===== src/rtl/cpu_pkg.sv =====
// Shared decode constants and hazard-FSM state encoding for the pipeline control blocks.
package cpu_pkg;

    localparam logic [5:0] OP_RTYPE = 6'b000000;
    localparam logic [5:0] OP_J     = 6'b000010;
    localparam logic [5:0] OP_JAL   = 6'b000011;
    localparam logic [5:0] OP_BEQ   = 6'b000100;
    localparam logic [5:0] OP_BNE   = 6'b000101;
    localparam logic [5:0] OP_LUI   = 6'b001111;
    localparam logic [5:0] OP_LW    = 6'b100011;
    localparam logic [5:0] OP_SW    = 6'b101011;

    localparam logic [5:0] FN_SLL   = 6'b000000;
    localparam logic [5:0] FN_SRL   = 6'b000010;
    localparam logic [5:0] FN_SRA   = 6'b000011;

    typedef enum logic [1:0] {
        RUN   = 2'd0,
        MWAIT = 2'd1,
        TOUT  = 2'd2
    } state_t;

    // Shift-by-immediate R-type ops take their source from rt; the rs field is unused.
    function automatic logic is_shamt_shift(input logic [5:0] funct);
        return (funct == FN_SLL) || (funct == FN_SRL) || (funct == FN_SRA);
    endfunction

endpackage


===== src/rtl/reg_use_decode.sv =====
// Decodes which source register fields (rs, rt) the ID-stage instruction actually reads.
// Purely combinational, zero latency; no flow control.
module reg_use_decode
    import cpu_pkg::*;
(
    input  logic [31:0] id_inst,
    output logic        uses_rs,
    output logic        uses_rt
);

    logic [5:0] op;
    logic [5:0] funct;
    logic       unused_fields;

    assign op    = id_inst[31:26];
    assign funct = id_inst[5:0];
    assign unused_fields = ^id_inst[25:6];

    assign uses_rs = !((op == OP_J) || (op == OP_JAL) || (op == OP_LUI) ||
                       ((op == OP_RTYPE) && is_shamt_shift(funct)));

    assign uses_rt = (op == OP_RTYPE) || (op == OP_SW) || (op == OP_BEQ) || (op == OP_BNE);

endmodule


===== src/rtl/load_hazard_unit.sv =====
// Load-use hazard / memory-wait stall control; stall outputs are zero-latency, mem_timeout is registered.
// Memory stall freezes the pipe and masks the bubble; optional stall counter under STALL_CNT_EN.
module load_hazard_unit
    import cpu_pkg::*;
#(
    parameter int TIMEOUT = 255
) (
    input  logic        clk,
    input  logic        clr,
    input  logic [31:0] id_inst,
    input  logic        id_valid,
    input  logic        ex_m2reg,
    input  logic [4:0]  ex_rn,
    input  logic        mem_req,
    input  logic        mem_ready,
    output logic        loaddepend,
    output logic        bubble,
    output logic        freeze,
    output logic        mem_timeout,
    output logic [31:0] stall_cnt
);

    localparam logic [7:0] WAIT_LAST = 8'(TIMEOUT - 1);

    logic       uses_rs;
    logic       uses_rt;
    logic       hazard;
    logic       mem_stall;
    state_t     state_q, state_d;
    logic [7:0] wait_q, wait_d;
    logic       mem_timeout_q, mem_timeout_d;

    reg_use_decode u_decode (
        .id_inst (id_inst),
        .uses_rs (uses_rs),
        .uses_rt (uses_rt)
    );

    assign hazard = id_valid && ex_m2reg && (ex_rn != 5'd0) &&
                    ((uses_rs && (id_inst[25:21] == ex_rn)) ||
                     (uses_rt && (id_inst[20:16] == ex_rn)));
    assign mem_stall = mem_req && !mem_ready;

    always_comb begin
        state_d       = state_q;
        wait_d        = wait_q;
        mem_timeout_d = 1'b0;
        loaddepend    = 1'b0;
        bubble        = 1'b0;
        freeze        = 1'b0;
        case (state_q)
            RUN: begin
                // A hazard seen during a memory stall is re-evaluated once the stall releases.
                freeze     = mem_stall;
                bubble     = hazard && !mem_stall;
                loaddepend = hazard || mem_stall;
                if (mem_stall) begin
                    state_d = MWAIT;
                    wait_d  = 8'd0;
                end
            end
            MWAIT: begin
                freeze     = !mem_ready;
                loaddepend = !mem_ready;
                if (mem_ready) begin
                    state_d = RUN;
                end else begin
                    wait_d = wait_q + 8'd1;
                    if (wait_q == WAIT_LAST) begin
                        state_d       = TOUT;
                        mem_timeout_d = 1'b1;
                    end
                end
            end
            TOUT: begin
                freeze     = 1'b1;
                loaddepend = 1'b1;
                state_d    = RUN;
            end
            default: state_d = RUN;
        endcase
    end

    always_ff @(posedge clk) begin
        if (clr) begin
            state_q       <= RUN;
            wait_q        <= 8'd0;
            mem_timeout_q <= 1'b0;
        end else begin
            state_q       <= state_d;
            wait_q        <= wait_d;
            mem_timeout_q <= mem_timeout_d;
        end
    end

    assign mem_timeout = mem_timeout_q;

`ifdef STALL_CNT_EN
    logic [31:0] stall_cnt_q;

    always_ff @(posedge clk) begin
        if (clr) begin
            stall_cnt_q <= 32'd0;
        end else if (loaddepend && (stall_cnt_q != 32'hFFFF_FFFF)) begin
            stall_cnt_q <= stall_cnt_q + 32'd1;
        end
    end

    assign stall_cnt = stall_cnt_q;
`else
    assign stall_cnt = 32'd0;
`endif

endmodule


===== config.mk =====
export PLATFORM = sky130hd
export DESIGN_NAME = load_hazard_unit
export DESIGN_NICKNAME = d
export VERILOG_FILES = /design/src/rtl/cpu_pkg.sv /design/src/rtl/reg_use_decode.sv /design/src/rtl/load_hazard_unit.sv
export SDC_FILE = /design/constraint.sdc
export NUM_CORES = 1
export LEC_CHECK = 0
export ABC_AREA = 1
export BUFFER_PORTS_ARGS = -buffer_cell sky130_fd_sc_hd__buf_2
export CORE_MARGIN = 5
export CORE_UTILIZATION = 31
export CTS_CLUSTER_SIZE = 20
export DETAILED_ROUTE_END_ITERATION = 7
export GPL_ROUTABILITY_DRIVEN = 0
export HOLD_SLACK_MARGIN = 0.12
export PLACE_DENSITY = 0.69
export SLEW_MARGIN = 20
export SYNTH_ARGS = -nofsm -noshare
export SYNTH_HDL_FRONTEND = slang
export SYNTH_SLANG_ARGS = --single-unit

===== constraint.sdc =====
create_clock -name clk -period 1.4 [get_ports clk]
set_input_delay 0.07 -clock clk [delete_from_list [all_inputs] [get_ports clk]]
set_output_delay 0.07 -clock clk [all_outputs]
set_load 0.1 [all_outputs]

==> results_dict.tcl <==
set metrics [dict create \
    numCtsBuffers 3 \
    route.detailed.drc 0 \
    overflow 0 \
    diodes 0 \
    drt_iter0_drc 41 \
    design.core.area_sq_um 3390 \
    clockBufferDepth 2 \
    path_class "reg2out" \
    critPathMaxStageDelay_ns 0.35 \
    syn_to_final_growth_pct 21.1 \
    status "complete, no violations" \
    fin_area_sq_um 1340 \
    worst_ep_arrival_time_ns 1.28 \
    yosys_warnings 0 \
    synth_cell_types 22 \
    tritoncts "yes" \
    finalMaxSlewViolations 0 \
    worst_skew_pair.late_latency_ns 0.27 \
    hp-start "mem_ready" \
    ys_seq_elements 11 \
    reg2reg_from "state_q[0]$_SDFFE_PP0P_" \
    hpwl_mm 1.87 \
    critPathLaunch "state_q[1]$_SDFFE_PP0P_" \
    synth_top_area_share_pct 21.7 \
    synth_edf_count 0 \
    synthArstFlopShare_pct 0 \
    synth_ff_type "dfxtp_1" \
    worst_slack_ns 0.0538 \
    htree_levels 1 \
    yosysSeqAreaShare_pct 19.9 \
    ant_nets 0 \
    drive_above_1_share_pct 26.5 \
    p_total_mw 1.14 \
    postSynthCellCount 178 \
    crit_chain "nor2_4 -> nand4_1 -> inv_1 -> nand2_2 -> nor2_4 -> buf_12" \
    wl_per_cell_um 8.25 \
    grt_pass1_wl_mm 3.54 \
    hold_ws_ns 0.163 \
    min_period_over_period_pct 96.2 \
    power_leakage_nw 0.735 \
    grt_max_degree 8 \
    die_w_um 69.8 \
    grt_antenna_before_repair 0 \
    endpoint_kind "output port" \
    max-vdd-ir-drop_uv 463 \
    synthTopCellsByArea "buf_4 22%, dfxtp_1 20%, nand2_1 12%, inv_1 9.5%, nor2_1 8.5%" \
    wl_mm 2.19 \
    drt-pass1-iter-count 4 \
    die_h_um 69.8 \
    cts.sinks 11 \
    min_period_ns 1.35 \
    cts-root-buf "clkbuf_4" \
    cap_violations 0 \
    hp-class "in2reg" \
    grt.total_usage_pct 8.41 \
    port_buffers 36 \
    dpl_cell_area_sq_um 1270 \
    grt_pass1_vias 878 \
    rsz0062_at_grt "true" \
    die_area_sq_um 4870 \
    fin_nets 265 \
    synth_area_sq_um 1110 \
    row_count 21 \
    clk_pin_slew_ns 0.07 \
    yosys.area.top_type "buf_4" \
    io_pins 79 \
    finalSetupViolCount 0 \
    crit_top_cell "nor2_4" \
    fmax_ghz 0.743 \
    cp_slowest_cell "dfxtp_2" \
    start_util_pct 32.7 \
    cp_max_fo 3 \
    tns_ns 0 \
    pwr_density_cell_nw_per_um2 849 \
    skew_ns 0.00248 \
    route.vias.total 1057 \
    cp.required_ns 1.33 \
    startpoint_type "flop" \
    place_ws_ns 0.215 \
    hold_viol 0 \
    avgSynthCellArea_sq_um 6.23 \
    via_per_inst 3.99 \
]
## registers in the layout, indices dropped and copies added (netlist names)
signal / cells
mem_timeout: 1
state_q: 2
wait_q: 8
## cells in the mapped netlist (3+ instances only)
| master | count |
|---|---|
| nor2_1 | 25 |
| o21ai_0 | 4 |
| nand4_1 | 4 |
| nand2_1 | 36 |
| buf_4 | 32 |
| inv_1 | 28 |
| a21oi_1 | 7 |
| dfxtp_1 | 11 |
| nand2_2 | 3 |
| nand3_1 | 10 |
| xnor2_1 | 3 |
| xor2_1 | 3 |
## repair_timing
action / 4_1_cts / 5_1_grt
pin swaps: 1 / 2
resized for setup: 1 / 8
endpoints found under the setup margin: 2 / 3
hold buffers: 1 / 0
buffers inserted: 0 / 1
endpoints found under the hold margin: 4 / 0
## area by class of cell
class	count	area (sq um)
fill	356	2050
clock inverter	1	5.00
clock buffer	3	22.5
inverter	28	105
multi-input combinational	138	687
tap	46	57.6
timing repair buffer	38	243
sequential	11	223
## placed cells by master, fill, tap and decap left out, types with 2 or more instances in the layout
cell / count
ha_1: 2
dfxtp_2: 2
nor2_1: 22
xor2_1: 3
nand2_2: 5
dfxtp_1: 9
o21ai_0: 4
nand4_1: 4
xnor2_1: 3
nand2_1: 34
conb_1: 32
a21oi_1: 7
nand3_1: 10
buf_2: 33
clkbuf_4: 3
nor2_4: 3
inv_1: 27
buf_12: 3
nor2_2: 2
## power by group
group	internal [mW]	total, mW	switching (mW)
sequential	0.317	0.321	0.00330
clock	0.106	0.216	0.110
combinational	0.0975	0.603	0.506
total	0.520	1.14	0.619
## final timing paths
path,slack [ns],depth (start not counted),to
worst min register to register,0.51,2,wait_q[6]$_SDFFE_PP0P_
worst max register to register,0.29,7,wait_q[3]$_SDFFE_PP0P_
worst min-delay path,0.16,4,state_q[0]$_SDFFE_PP0P_
worst max-delay path,0.05,6,bubble
## metal layers
metal | part of all wire, % | wire (um) | GRT usage [%]
met1 | 40 | 866 | 9.28
met2 | 47 | 1020 | 14.6
met3 | 12 | 261 | 3.04
met4 | 1.6 | 34 | 3.19
met5 | 0 | 0 | 0
## through the flow
| stage | cells | utilization [%] |
|---|---|---|
| after floorplan | 209 | - |
| after global placement | 259 | 37.6 |
| after detailed placement | 259 | 37.6 |
| after CTS | 264 | 38.8 |
| after global routing | 265 | 39.6 |
| final | 265 | 39.6 |
## cell families after synthesis
family | after synthesis | synth area share, %
AO/OA/AOI/OAI | 14 | 7.56
buffers and inverters | 60 | 31.2
XOR/XNOR | 6 | 4.74
other | 1 | 0.338
AND/OR/NAND/NOR | 84 | 34.1
adder cells (fa/ha/maj) | 2 | 2.26
flip-flops | 11 | 19.9
## worst max-delay path, delay by kind of cell (launching register included)
family	cells	cell delay [ns]
and+or+nand+nor	4	0.41
DFF	1	0.35
buffers and inverters	2	0.25
Note: power is estimated with default switching activity, not from simulation.
